`src/rtl/div_pkg.sv`:
```
// Shared types and constants for the divider arbiter and its round-robin picker.
// Also fixes the result pattern returned for a zero divisor.
package div_pkg;

  typedef enum logic [3:0] {
    ST_IDLE    = 4'd0,
    ST_START   = 4'd1,
    ST_WAIT    = 4'd2,
    ST_ABORT   = 4'd3,
    ST_RESPOND = 4'd4
  } arb_state_t;

  localparam int DEF_WIDTH   = 8;
  localparam int DEF_TIMEOUT = 64;

  // A zero divisor answers with an all-ones quotient, remainder = dividend, err set.
  localparam logic ZDIV_Q_FILL = 1'b1;
  localparam logic ZDIV_ERR    = 1'b1;

endpackage

```
`src/rtl/div_rr_pick.sv`:
```
// Combinational round-robin picker: first asserted request at or after ptr, wrapping.
// No state; the caller owns and advances the pointer.
module div_rr_pick #(
  parameter int N_REQ = 4,
  parameter int IW    = $clog2(N_REQ)
) (
  input  logic [N_REQ-1:0] req_valid,
  input  logic [IW-1:0]    ptr,
  output logic [N_REQ-1:0] gnt,
  output logic [IW-1:0]    gnt_idx,
  output logic             any
);

  logic [IW-1:0] idx;

  always_comb begin
    gnt     = '0;
    gnt_idx = '0;
    any     = 1'b0;
    idx     = '0;
    for (int k = 0; k < N_REQ; k++) begin
      idx = IW'((int'(ptr) + k) % N_REQ);
      if (!any && req_valid[idx]) begin
        any       = 1'b1;
        gnt_idx   = idx;
        gnt[idx]  = 1'b1;
      end
    end
  end

endmodule

```
`src/rtl/div_arbiter.sv`:
```
// Round-robin front end sharing one divider core: one transaction in flight,
// divide-by-zero short-circuit, and a watchdog that resets a hung core.
module div_arbiter
  import div_pkg::*;
#(
  parameter int N_REQ   = 4,
  parameter int WIDTH   = DEF_WIDTH,
  parameter int TIMEOUT = DEF_TIMEOUT
) (
  input  logic                   clk,
  input  logic                   rst,
  input  logic [N_REQ-1:0]       req_valid,
  output logic [N_REQ-1:0]       req_ready,
  input  logic [N_REQ*WIDTH-1:0] req_dividend,
  input  logic [N_REQ*WIDTH-1:0] req_divisor,
  output logic [N_REQ-1:0]       rsp_valid,
  output logic [WIDTH-1:0]       rsp_quotient,
  output logic [WIDTH-1:0]       rsp_remainder,
  output logic                   rsp_err,
  output logic                   div_rst_n,
  output logic                   div_start,
  output logic [WIDTH-1:0]       div_dividend,
  output logic [WIDTH-1:0]       div_divisor,
  input  logic                   div_stop,
  input  logic [WIDTH-1:0]       div_quotient,
  input  logic [WIDTH-1:0]       div_remainder
);

  localparam int IW = $clog2(N_REQ);
  localparam int CW = $clog2(TIMEOUT + 1);

  arb_state_t       state_q, state_d;
  logic [IW-1:0]    ptr_q, ptr_d;
  logic [IW-1:0]    gidx_q, gidx_d;
  logic [WIDTH-1:0] opa_q, opa_d;
  logic [WIDTH-1:0] opb_q, opb_d;
  logic [CW-1:0]    cnt_q, cnt_d;
  logic             start_q, start_d;
  logic             core_rst_n_q, core_rst_n_d;
  logic [N_REQ-1:0] rsp_vld_q, rsp_vld_d;
  logic [WIDTH-1:0] rsp_quo_q, rsp_quo_d;
  logic [WIDTH-1:0] rsp_rem_q, rsp_rem_d;
  logic             rsp_err_q, rsp_err_d;

  logic [N_REQ-1:0] pick_gnt;
  logic [IW-1:0]    pick_idx;
  logic             pick_any;
  logic [WIDTH-1:0] pick_a, pick_b;

  div_rr_pick #(
    .N_REQ (N_REQ),
    .IW    (IW)
  ) u_pick (
    .req_valid (req_valid),
    .ptr       (ptr_q),
    .gnt       (pick_gnt),
    .gnt_idx   (pick_idx),
    .any       (pick_any)
  );

  assign pick_a    = req_dividend[pick_idx*WIDTH +: WIDTH];
  assign pick_b    = req_divisor[pick_idx*WIDTH +: WIDTH];
  assign req_ready = (state_q == ST_IDLE && !rst) ? pick_gnt : '0;

  always_comb begin
    state_d      = state_q;
    ptr_d        = ptr_q;
    gidx_d       = gidx_q;
    opa_d        = opa_q;
    opb_d        = opb_q;
    cnt_d        = cnt_q;
    start_d      = 1'b0;
    core_rst_n_d = 1'b1;
    rsp_vld_d    = '0;
    rsp_quo_d    = rsp_quo_q;
    rsp_rem_d    = rsp_rem_q;
    rsp_err_d    = rsp_err_q;

    case (state_q)
      ST_IDLE: begin
        if (pick_any) begin
          gidx_d  = pick_idx;
          opa_d   = pick_a;
          opb_d   = pick_b;
          // Start is registered, so the zero check is made on the live operand here.
          start_d = (pick_b != '0);
          state_d = ST_START;
        end
      end
      ST_START: begin
        if (opb_q == '0) begin
          rsp_err_d         = ZDIV_ERR;
          rsp_quo_d         = {WIDTH{ZDIV_Q_FILL}};
          rsp_rem_d         = opa_q;
          rsp_vld_d[gidx_q] = 1'b1;
          state_d           = ST_RESPOND;
        end else begin
          cnt_d   = '0;
          state_d = ST_WAIT;
        end
      end
      ST_WAIT: begin
        cnt_d = cnt_q + 1'b1;
        if (div_stop) begin
          rsp_err_d         = 1'b0;
          rsp_quo_d         = div_quotient;
          rsp_rem_d         = div_remainder;
          rsp_vld_d[gidx_q] = 1'b1;
          state_d           = ST_RESPOND;
        end else if (cnt_q == CW'(TIMEOUT - 1)) begin
          core_rst_n_d = 1'b0;
          state_d      = ST_ABORT;
        end
      end
      ST_ABORT: begin
        rsp_err_d         = 1'b1;
        rsp_quo_d         = '0;
        rsp_rem_d         = '0;
        rsp_vld_d[gidx_q] = 1'b1;
        state_d           = ST_RESPOND;
      end
      ST_RESPOND: begin
        ptr_d   = (gidx_q == IW'(N_REQ - 1)) ? '0 : gidx_q + 1'b1;
        state_d = ST_IDLE;
      end
      default: state_d = ST_IDLE;
    endcase
  end

  always_ff @(posedge clk) begin
    if (rst) begin
      state_q      <= ST_IDLE;
      ptr_q        <= '0;
      gidx_q       <= '0;
      opa_q        <= '0;
      opb_q        <= '0;
      cnt_q        <= '0;
      start_q      <= 1'b0;
      core_rst_n_q <= 1'b1;
      rsp_vld_q    <= '0;
      rsp_quo_q    <= '0;
      rsp_rem_q    <= '0;
      rsp_err_q    <= 1'b0;
    end else begin
      state_q      <= state_d;
      ptr_q        <= ptr_d;
      gidx_q       <= gidx_d;
      opa_q        <= opa_d;
      opb_q        <= opb_d;
      cnt_q        <= cnt_d;
      start_q      <= start_d;
      core_rst_n_q <= core_rst_n_d;
      rsp_vld_q    <= rsp_vld_d;
      rsp_quo_q    <= rsp_quo_d;
      rsp_rem_q    <= rsp_rem_d;
      rsp_err_q    <= rsp_err_d;
    end
  end

  // The core stays in reset for the whole time rst is high, not just after the first edge.
  assign div_rst_n     = core_rst_n_q & ~rst;
  assign div_start     = start_q;
  assign div_dividend  = opa_q;
  assign div_divisor   = opb_q;
  assign rsp_valid     = rsp_vld_q;
  assign rsp_quotient  = rsp_quo_q;
  assign rsp_remainder = rsp_rem_q;
  assign rsp_err       = rsp_err_q;

endmodule

```
`config.mk`:
```
export PLATFORM = sky130hd
export DESIGN_NAME = div_arbiter
export DESIGN_NICKNAME = d
export VERILOG_FILES = /design/src/rtl/div_pkg.sv /design/src/rtl/div_rr_pick.sv /design/src/rtl/div_arbiter.sv
export SDC_FILE = /design/constraint.sdc
export NUM_CORES = 1
export LEC_CHECK = 0
export CORE_MARGIN = 2
export CORE_UTILIZATION = 45
export CTS_CLUSTER_SIZE = 10
export DETAILED_ROUTE_END_ITERATION = 8
export HOLD_SLACK_MARGIN = 0.1
export PLACE_DENSITY = 0.81
export SYNTH_ARGS = -nofsm -noshare
export SYNTH_HDL_FRONTEND = slang
export SYNTH_SLANG_ARGS = --single-unit
```
`constraint.sdc`:
```
create_clock -name clk -period 9.1 [get_ports clk]
set_input_delay 0.91 -clock clk [delete_from_list [all_inputs] [get_ports clk]]
set_output_delay 0.91 -clock clk [all_outputs]
set_load 0.01 [all_outputs]
```
==> impl_metrics.tcl <==
set metrics [dict create \
    status "finished, final reports clean" \
    cp_num_buf_inv 2 \
    synth.cell_area_um2 3478 \
    drive_gt1_share_pct 7.619 \
    final_cell_mix "clkdlybuf4s50_1, nor2_1, dfxtp_1" \
    irDropWorstVdd_v 0.0001807 \
    die_w_um 91.92 \
    insertion_delay_ns 0.31 \
    syn_area_per_cell_um2 8.341 \
    core_area_um2 7607 \
    worst_path_max_delay_cell "ha_1" \
    drt-total-wl_um 9489 \
    finalSetupViolCount 0 \
    h-tree-depth 2 \
    fin_skew_ns 0.008770 \
    synth.area.top_cells "dfxtp_1, mux2i_1, nor2_1, a21oi_1, a211oi_1" \
    p_leak_nw 1.817 \
    crit_fanout 21 \
    ant_nets 0 \
    cts_max_path_buffers 2 \
    die_h_um 91.92 \
    io_pins 130 \
    start_kind "flip-flop" \
    grt_pass1_wl_um 15240 \
    cts_hold_buf 0 \
    dieArea_um2 8449 \
    synth_edf_count 0 \
    finalWorstSetupSlack_ns 4.209 \
    path_clk_slew_ns 0.09 \
    crit_family "buffers and inverters" \
    fin_util_pct 63.65 \
    critPathCaptureType "output port" \
    rsz0062_at_grt "false" \
    start_util_pct 45.72 \
    ys.warnings.count 0 \
    cts_tree "done" \
    fmax_mhz 204.5 \
    post-route-period-util_pct 53.75 \
    setup_tns_ns 0 \
    cpPeakStageDelay_ns 0.73 \
    ys_seq_area_share_pct 30.50 \
    crit_path_frequent_cell "nor2_1" \
    path_class "reg -> out" \
    num_vias 3502 \
    async_flop_share_pct 0 \
    ctsResizeCount 0 \
    cts_num_sinks 53 \
    gp_congestion 0.8476 \
    final_common_cell "clkdlybuf4s50_1" \
    worstPathCellList "clkinv_1, ha_1, mux4_2, nor2b_2, a22oi_1, nor2_1, a221oi_1, nor2_1, clkdlybuf4s50_1" \
    vias_per_cell 5.585 \
    dr.pass1.iters 5 \
    placed_area_um2 4760 \
    p_per_area_nw_per_um2 292.8 \
    grt_pass1_vias 3299 \
    synth_nets 516 \
    tightest_slew_ns 0.9206 \
    diodes 0 \
    final_nets 623 \
    p_total_mw 1.418 \
    drt_iter0_drc 231 \
    fin_area_um2 4842 \
    wire_per_inst_um 15.13 \
    post-cts-setup-buffers 0 \
    portBuffers 129 \
    required_ns 8.19 \
    cp.arrival_ns 3.98 \
    ys_ff_latch 53 \
    synth_top_cell_by_area "dfxtp_1" \
    row_count 32 \
    place_hpwl_um 7114 \
    pre_cts_ws_ns 4.591 \
    fin_crit_ns 4.891 \
    grt_usage_pct 21.72 \
    cts_root_buf "clkbuf_8" \
    hold_class "reg -> reg" \
    overflow 0 \
    cts_buffers 5 \
    slew_headroom_pct 38.63 \
    grt_max_degree 51 \
    drc 0 \
    synthCells 417 \
    maxCapViolations 0 \
    synth_top_area_share_pct 30.50 \
    synth_ff_type "dfxtp_1" \
    hold_violations 0 \
    report.final.slew_viol_count 0 \
    area_growth_syn_to_layout_pct 39.21 \
    grt_antenna_before_repair 0 \
    netlist-cell-type-count 57 \
]
-- cell families (layout without fill, tap and decap cells) --
family / Yosys count / in the layout / synth area share [%]
AND/OR/NAND/NOR: 150 / 150 / 21.80
AO/OA/AOI/OAI: 119 / 119 / 22.81
flip-flops: 53 / 53 / 30.50
multiplexers: 45 / 45 / 15.07
buffers and inverters: 38 / 146 / 5.503
adder cells (fa/ha/maj): 12 / 12 / 4.316
-- area by class of cell --
cell class                      instances  area (um^2)
Fill cell                             650         2765
Multi-Input combinational cell        326         2240
Timing Repair Buffer                  132         1309
Sequential cell                        53         1061
Tap cell                              102        127.6
Clock buffer                            6        72.57
Inverter                                6        22.52
Clock inverter                          2        10.01
-- tightest hold or removal path, stage by stage, from the launching register on --
cell      delay (ns)
dfxtp_1         0.32
nand2b_1        0.06
a21oi_1         0.06
-- synth_stat cells, types with 5 or more instances --
cell,count
a211oi_1,25
a21oi_1,39
and2_1,6
buf_2,6
clkbuf_1,20
dfxtp_1,53
ha_1,12
mux2_1,5
mux2_2,6
mux2i_1,28
nand2_1,13
nand2b_1,7
nand3_1,6
nor2_1,68
nor3_1,15
nor3b_1,9
nor4_1,5
o21ai_0,15
-- routing by layer --
metal  global-route usage (%)  vias up  share of wire, %
met5                        0        -                 0
met3                    3.698       17               5.2
li1                         -     1758                 -
met2                    37.62      126                49
met4                    7.214        0               2.0
met1                    27.38     1601                44
-- flip-flops by register name, indices dropped and copies added, names as in the netlist --
| signal | cells |
|---|---|
| state_q | 3 |
| rsp_valid | 4 |
| div_start | 1 |
| gidx_q | 2 |
| cnt_q | 7 |
| div_dividend | 8 |
| ptr_q | 2 |
| rsp_remainder | 8 |
| rsp_quotient | 8 |
| div_divisor | 8 |
| core_rst_n_q | 1 |
| rsp_err | 1 |
-- final timing paths --
kind	depth (start not counted)	endpoint	from	slack, ns
worst max-delay path	9	req_ready[3]	ptr_q[0]$_SDFFE_PP0N_	4.21
worst min-delay path	2	rsp_err$_SDFFE_PP0P_	rsp_err$_SDFFE_PP0P_	0.48
worst max register to register	9	div_start$_SDFF_PP0_	ptr_q[0]$_SDFFE_PP0N_	5.04
worst min register to register	2	rsp_err$_SDFFE_PP0P_	rsp_err$_SDFFE_PP0P_	0.48
-- metrics by stage --
step / std cells / hold slack [ns]
2_1_floorplan: 417 / 0.4395
3_3_place_gp: 619 / 0.4603
3_5_place_dp: 619 / 0.4672
4_1_cts: 627 / 0.4820
5_1_grt: 627 / 0.5029
6_report: 627 / 0.4828
-- power by group --
group | switching [mW] | internal (mW)
clock network | 0.0751 | 0.0535
logic | 0.470 | 0.426
registers | 0.0725 | 0.321
No activity file was read; power rests on OpenSTA's default activity.
